## src/rtl/srio_single_bus_arb.sv

```systemverilog
// Two-port arbiter and cycle sequencer for the SRIO single-register access bus.
// Define SRIO_ARB_FIXED_PRIO_EN for fixed priority (port 0 wins ties); default is round-robin.
module srio_single_bus_arb #(
    parameter int unsigned ADDR_W     = 8,
    parameter int unsigned DATA_W     = 32,
    parameter int unsigned STROBE_CYC = 2,
    parameter int unsigned RD_LAT     = 1
) (
    input  logic              sys_clk,
    input  logic              sys_rst,
    input  logic              req0,
    input  logic              we0,
    input  logic [ADDR_W-1:0] addr0,
    input  logic [DATA_W-1:0] wdata0,
    output logic              ack0,
    output logic [DATA_W-1:0] rdata0,
    input  logic              req1,
    input  logic              we1,
    input  logic [ADDR_W-1:0] addr1,
    input  logic [DATA_W-1:0] wdata1,
    output logic              ack1,
    output logic [DATA_W-1:0] rdata1,
    output logic              srio_single_csn,
    output logic              srio_single_rdn,
    output logic              srio_single_wrn,
    output logic [ADDR_W-1:0] srio_single_addr,
    output logic [DATA_W-1:0] srio_single_dout,
    input  logic [DATA_W-1:0] srio_single_din,
    output logic              busy
);

    localparam int unsigned CntMax = (STROBE_CYC > RD_LAT) ? STROBE_CYC : RD_LAT;
    localparam int unsigned CntW   = (CntMax > 1) ? $clog2(CntMax + 1) : 1;

    typedef enum logic [1:0] {StIdle, StStrobe, StHold, StAck} state_e;

    state_e            state_q;
    logic [CntW-1:0]   cnt_q;
    logic              gnt_q;
    logic              we_q;
    logic              gnt_d;
    logic              sel_we;
    logic [ADDR_W-1:0] sel_addr;
    logic [DATA_W-1:0] sel_wdata;

`ifdef SRIO_ARB_FIXED_PRIO_EN
    always_comb begin
        gnt_d = ~req0;
    end
`else
    logic last_grant_q;

    // Tie goes to the port that did not win last time.
    always_comb begin
        if (req0 && req1) begin
            gnt_d = ~last_grant_q;
        end else begin
            gnt_d = ~req0;
        end
    end

    always_ff @(posedge sys_clk) begin
        if (sys_rst) begin
            last_grant_q <= 1'b1;
        end else if (state_q == StIdle && (req0 || req1)) begin
            last_grant_q <= gnt_d;
        end
    end
`endif

    always_comb begin
        sel_we    = gnt_d ? we1    : we0;
        sel_addr  = gnt_d ? addr1  : addr0;
        sel_wdata = gnt_d ? wdata1 : wdata0;
    end

    always_ff @(posedge sys_clk) begin
        if (sys_rst) begin
            state_q          <= StIdle;
            cnt_q            <= '0;
            gnt_q            <= 1'b0;
            we_q             <= 1'b0;
            ack0             <= 1'b0;
            ack1             <= 1'b0;
            rdata0           <= '0;
            rdata1           <= '0;
            srio_single_csn  <= 1'b1;
            srio_single_rdn  <= 1'b1;
            srio_single_wrn  <= 1'b1;
            srio_single_addr <= '0;
            srio_single_dout <= '0;
            busy             <= 1'b0;
        end else begin
            ack0 <= 1'b0;
            ack1 <= 1'b0;
            unique case (state_q)
                StIdle: begin
                    if (req0 || req1) begin
                        gnt_q            <= gnt_d;
                        we_q             <= sel_we;
                        srio_single_addr <= sel_addr;
                        srio_single_dout <= sel_we ? sel_wdata : '0;
                        srio_single_csn  <= 1'b0;
                        srio_single_rdn  <= sel_we;
                        srio_single_wrn  <= ~sel_we;
                        cnt_q            <= CntW'(STROBE_CYC - 1);
                        busy             <= 1'b1;
                        state_q          <= StStrobe;
                    end
                end
                StStrobe: begin
                    if (cnt_q == '0) begin
                        srio_single_csn <= 1'b1;
                        srio_single_rdn <= 1'b1;
                        srio_single_wrn <= 1'b1;
                        cnt_q           <= CntW'(RD_LAT - 1);
                        state_q         <= StHold;
                    end else begin
                        cnt_q <= cnt_q - CntW'(1);
                    end
                end
                StHold: begin
                    if (cnt_q == '0) begin
                        if (!we_q) begin
                            if (gnt_q) begin
                                rdata1 <= srio_single_din;
                            end else begin
                                rdata0 <= srio_single_din;
                            end
                        end
                        ack0    <= ~gnt_q;
                        ack1    <= gnt_q;
                        state_q <= StAck;
                    end else begin
                        cnt_q <= cnt_q - CntW'(1);
                    end
                end
                StAck: begin
                    busy    <= 1'b0;
                    state_q <= StIdle;
                end
                default: state_q <= StIdle;
            endcase
        end
    end

endmodule

```

## config.mk

```make
export PLATFORM = sky130hd
export DESIGN_NAME = srio_single_bus_arb
export DESIGN_NICKNAME = d
export VERILOG_FILES = /design/src/rtl/srio_single_bus_arb.sv
export SDC_FILE = /design/constraint.sdc
export NUM_CORES = 1
export LEC_CHECK = 0
export CORE_ASPECT_RATIO = 0.6
export CORE_MARGIN = 3
export CORE_UTILIZATION = 40
export CTS_CLUSTER_DIAMETER = 30
export DETAILED_ROUTE_END_ITERATION = 7
export GPL_TIMING_DRIVEN = 1
export PLACE_DENSITY_LB_ADDON = 0.15
export REMOVE_ABC_BUFFERS = 1
export SYNTH_ARGS = -nofsm -noshare
export SYNTH_HDL_FRONTEND = slang
export SYNTH_SLANG_ARGS = --single-unit
```

## constraint.sdc

```tcl
create_clock -name sys_clk -period 2.1 [get_ports sys_clk]
set_input_delay 0.42 -clock sys_clk [delete_from_list [all_inputs] [get_ports sys_clk]]
set_output_delay 0.42 -clock sys_clk [all_outputs]
set_load 0.01 [all_outputs]
```

# [After elaboration in Yosys (flattened, before gate mapping)]
# Index checks and enable logic that the tools add are counted.
[word_totals] register_bits=117 input_bits=118 out_inout_bits=110 elab_cells=67
[op_classes] addsub=1 n_eq_ne=7 mux=21 n_bitwise=7 reduce_logical=16
[op_table] cell="32-bit 2-to-1 mux" n=2
[op_table] cell="2-bit 2-to-1 mux" n=5
[op_table] cell="3-bit AND reduction" n=3
[op_table] cell="8-bit 2-to-1 mux" n=1
[op_table] cell="1-bit case mux with 2 select lines" n=4
[op_table] cell="2-bit case mux with 4 select lines" n=1
[op_table] cell="4-bit AND reduction" n=2
[op_table] cell="1-bit 2-to-1 mux" n=7
[op_table] cell="1-bit NOT" n=7
[op_table] cell="2-bit inequality test, second input constant" n=3
[op_table] cell="2-bit case mux with 3 select lines" n=1
[op_table] cell="2-bit equality test, second input constant" n=2
[op_table] cell="2-bit zero test" n=2
[op_table] cell="2-bit AND reduction" n=2
[op_table] cell="2-bit nonzero test" n=2
[op_table] cell="3-bit nonzero test" n=1
[op_table] cell="3-bit OR reduction" n=1
[op_table] cell="2-bit by 1-bit equality test with 1-bit output, second input constant" n=1
[op_table] cell="1-bit logical AND" n=2
[op_table] cell="2-bit by 1-bit inequality test with 1-bit output, second input constant" n=1
[op_table] cell="2-bit by 1-bit subtractor with 2-bit output, second input constant" n=1
[op_table] cell="1-bit logical OR" n=1

# [Logic depth before layout (Yosys ltp)]
[depth] ltp_word=6 mapped_depth=7 ltp_nobuf=6

# [Least setup slack after synthesis]
# Ideal clock, no wire load.
[synth_timing] path_type="register -> register" startpoint="register state_q[0]" endpoint="register cnt_q[1]" setup_ns=0.070 t_arrival_ns=1.728 required_ns=2.030 setup_slack_ns=0.301 stages_incl_launch_ff=7 n_path_buf=0 synth_period_minus_slack_ns=1.799 path_cell_list="dfxtp_1 inv_1 ha_1 nor3b_2 or3b_4 or3b_1 a21oi_1"
[synth_between] elab_chain_len=3 word_cells_on_any_way=8 classes_between="eq/ne (4); mux (1); reduce/logical (3)"
[synth_lines] item="start: declaration" line="37" rtl="state_e state_q;"
[synth_lines] item="start signal: assignment" line="79" rtl="state_q <= StIdle;"
[synth_lines] item="start signal: assignment" line="108" rtl="state_q <= StStrobe;"
[synth_lines] item="start signal: assignment" line="117" rtl="state_q <= StHold;"
[synth_lines] item="2-bit equality test, or another cell as far along" line="96" rtl="unique case (state_q)"
[synth_lines] item="2-bit inequality test (no line), or another cell as far along"
[synth_lines] item="3-bit AND reduction (no line)"
[synth_lines] item="end signal: assignment" line="106" rtl="cnt_q <= CntW'(STROBE_CYC - 1);"
[synth_lines] item="end signal: assignment" line="116" rtl="cnt_q <= CntW'(RD_LAT - 1);"
[synth_lines] item="end signal: assignment" line="119" rtl="cnt_q <= cnt_q - CntW'(1);"
[synth_lines] item="end: declaration" line="38" rtl="logic [CntW-1:0] cnt_q;"
# Several ways; a longest one is shown, not always the timed one.
# A chain may end at the register's enable or synchronous reset.

# [Final worst setup path]
# Ends and elaborated chain as after synthesis.

==> metrics.cfg <==
[clock_network]
clock_sinks = 117
clockBufferDepth = 2
post_cts_resized = 0
cts_tree = yes
h-tree-depth = 4
cts_buffers = 17
postCtsHoldBufs = 0
clkTransAtPathRegs_ns = 0.06
cts_root_buffer = clkbuf_16
clock_latency_ns = 0.40
cts_setup_buffers = 0

[critical_path]
critPathBufInv = 1
arrival_ns = 2.18
cp_max_fo = 6
required_ns = 2.43
path_delay_family = simple AND/OR/NAND/NOR gates
crit_path_end_kind = register
path_class = reg2reg
worstPathCellList = inv_1, ha_1, nand2_1, or3b_4, or3b_1, a21oi_1
cp_slowest_cell = dfxtp_1
slowest_delay_ns = 0.40
start_kind = register

[timing]
slew_headroom_pct = 63.5
fmax_mhz = 540
final_max_slew_viol_count = 0
tightest_slew_ns = 0.547
finalClockSkew_ns = 0.0160
hold_viol = 0
setup_viol = 0
finalCritPeriodShare_pct = 88.2
rsz0062_at_grt = no
post-route-min-period_ns = 1.85

[grt]
grt_max_degree = 49
antenna_found_initial = 0
grt_pass1_wl_um = 24600
overflow = 0
grt_pass1_vias = 4733
track_usage_pct = 22.8

[route]
vias = 4732
wl_per_cell_um = 16.1
drc = 0
viasPerCell = 4.96
drtAntennaViolNets = 0
drt_iter0_drc = 165
finalWirelength_um = 15400
firstDrtPassIters = 5

[final_layout]
fin_area_sq_mm = 0.00791
fin_util_pct = 69.3
final_layout_size_suffix_gt1_share_pct = 7.56
area_delta_synth_final_pct = 67.1
n_antenna_cell = 0
fin_nets = 910
fillers = 904

[synthesis]
synth_seq_area_share_pct = 49.5
synth.cell_area_sq_mm = 0.00474
synth_cell_types = 35
yosysWarningCount = 0
postSynthAreaPerCell_sq_um = 8.52
ys_ff_latch = 117
synthCells = 556

[power_and_ir_drop]
p_leak_nw = 2.94
p_per_area_mw_per_mm2 = 1040
ir_drop_mv = 0.632

[place]
portBuffers = 227
place_area_sq_mm = 0.00728
gp_congestion = 0.812
dp_hpwl_um = 10900

[job]
cap_violations = 0

[status]
outcome = complete, no violations

[floorplan]
die_h_um = 90.3
num_io_pins = 228
die_w_um = 146
die_area_sq_mm = 0.0132
initial_core_util_pct = 41.5
coreArea_sq_mm = 0.0114
rows = 30

[min_path]
worst_hold_path_type = reg2reg

layout by cell type (no fill, tap or decap), types with 17 or more instances in the layout:
cell type        count
a21oi_1             69
buf_4               17
clkbuf_16           17
clkdlybuf4s50_1    226
dfxtp_1            117
inv_1               41
mux2i_1             35
nand2_1            142
nor2_1              18
o32ai_1             32
cell usage after synthesis:
| master | n | share of area [%] |
|---|---|---|
| nand3_1 | 9 | 0.95 |
| a221oi_1 | 1 | 0.18 |
| a21oi_1 | 69 | 7.3 |
| nand2b_1 | 2 | 0.26 |
| nand2_1 | 142 | 11 |
| a22oi_1 | 1 | 0.16 |
| or3b_4 | 1 | 0.24 |
| o32ai_1 | 32 | 5.9 |
| nor3_1 | 4 | 0.42 |
| or3b_1 | 1 | 0.18 |
| o21ai_0 | 2 | 0.21 |
| a211oi_1 | 3 | 0.48 |
| nand2_2 | 1 | 0.13 |
| o31ai_1 | 1 | 0.16 |
| inv_1 | 41 | 3.2 |
| nor3b_1 | 1 | 0.16 |
| o22a_1 | 1 | 0.18 |
| a221o_1 | 1 | 0.21 |
| o21bai_1 | 2 | 0.32 |
| clkbuf_1 | 27 | 2.1 |
| nor2_1 | 18 | 1.4 |
| buf_2 | 13 | 1.4 |
| nand4b_1 | 1 | 0.18 |
| mux2i_1 | 35 | 7.4 |
| and2_1 | 1 | 0.13 |
| ha_1 | 11 | 2.9 |
| nor3b_2 | 2 | 0.53 |
| nor2b_1 | 1 | 0.13 |
| and3_1 | 1 | 0.13 |
| nand3b_1 | 1 | 0.16 |
| a311oi_1 | 8 | 1.5 |
| a32o_1 | 1 | 0.21 |
| buf_1 | 3 | 0.24 |
| or3_1 | 1 | 0.13 |
| dfxtp_1 | 117 | 49 |
worst reg2reg max path, delay by kind of cell, from the launching register on:
family / cells / cell delay [ns]
buffers and inverters: 1 / 0.12
flip-flops: 1 / 0.40
AND/OR/NAND/NOR: 3 / 0.87
adder cells (fa/ha/maj): 1 / 0.29
AO/OA/AOI/OAI: 1 / 0.12
through the flow:
step	power [mW]	setup TNS [ns]	hold WS, ns	worst slack (ns)	cells
detailed placement	5.17	0	0.443	0.00484	922
CTS	8.26	0	0.452	0.258	954
global route	8.59	0	0.469	0.0880	954
floorplan	3.87	-24.11	0.462	-0.653	513
global placement	5.12	0	0.437	0.0250	922
finish	8.19	0	0.452	0.247	954
routing by layer:
| layer | share of wire, % | track usage [%] | vias to the layer above |
|---|---|---|---|
| li1 | - | - | 2338 |
| met4 | 0.79 | 5.63 | 0 |
| met3 | 6.4 | 7.62 | 8 |
| met1 | 42 | 28.2 | 2260 |
| met5 | 0 | 0 | - |
| met2 | 51 | 38.4 | 126 |
flip-flops by register name, indices dropped and copies added (netlist names):
name              count
srio_single_rdn       1
ack1                  1
srio_single_csn       1
last_grant_q          1
ack0                  1
cnt_q                 2
gnt_q                 1
srio_single_dout     32
we_q                  1
busy                  1
srio_single_addr      8
rdata1               32
srio_single_wrn       1
state_q               2
rdata0               32
where the power goes:
part           total [mW]  internal (mW)  switching (mW)
clock                3.05           1.94            1.11
sequential           2.73           2.54           0.194
combinational        2.41           1.21            1.20
total                8.19           5.69            2.51
logic make-up after synthesis:
group           share of synthesized area [%]
fa+ha+maj                                2.91
buf+inv                                  7.00
simple gates                             16.4
mux                                      7.40
compound gates                           16.8
flops                                    49.5
final timing paths:
path	slack [ns]	cells past startpoint	endpoint	start
hold / removal	0.45	2	rdata0[24]$_SDFFE_PP0P_	rdata0[24]$_SDFFE_PP0P_
hold reg to reg	0.45	2	rdata0[24]$_SDFFE_PP0P_	rdata0[24]$_SDFFE_PP0P_
setup / recovery	0.25	6	cnt_q[1]$_SDFFE_PP0P_	state_q[0]$_SDFFE_PP0P_
setup reg to reg	0.25	6	cnt_q[1]$_SDFFE_PP0P_	state_q[0]$_SDFFE_PP0P_
layout make-up:
type                       count  area (sq um)  area share, %
clock buffer                  18           439           5.55
clock inverter                14           190           2.40
inverter                      41           154           1.95
multi-input combinational    355          2080           26.2
sequential                   117          2340           29.6
tap                          160           200           2.53
timing repair buffer         249          2510           31.7
Power figures use the tool's default switching activity.
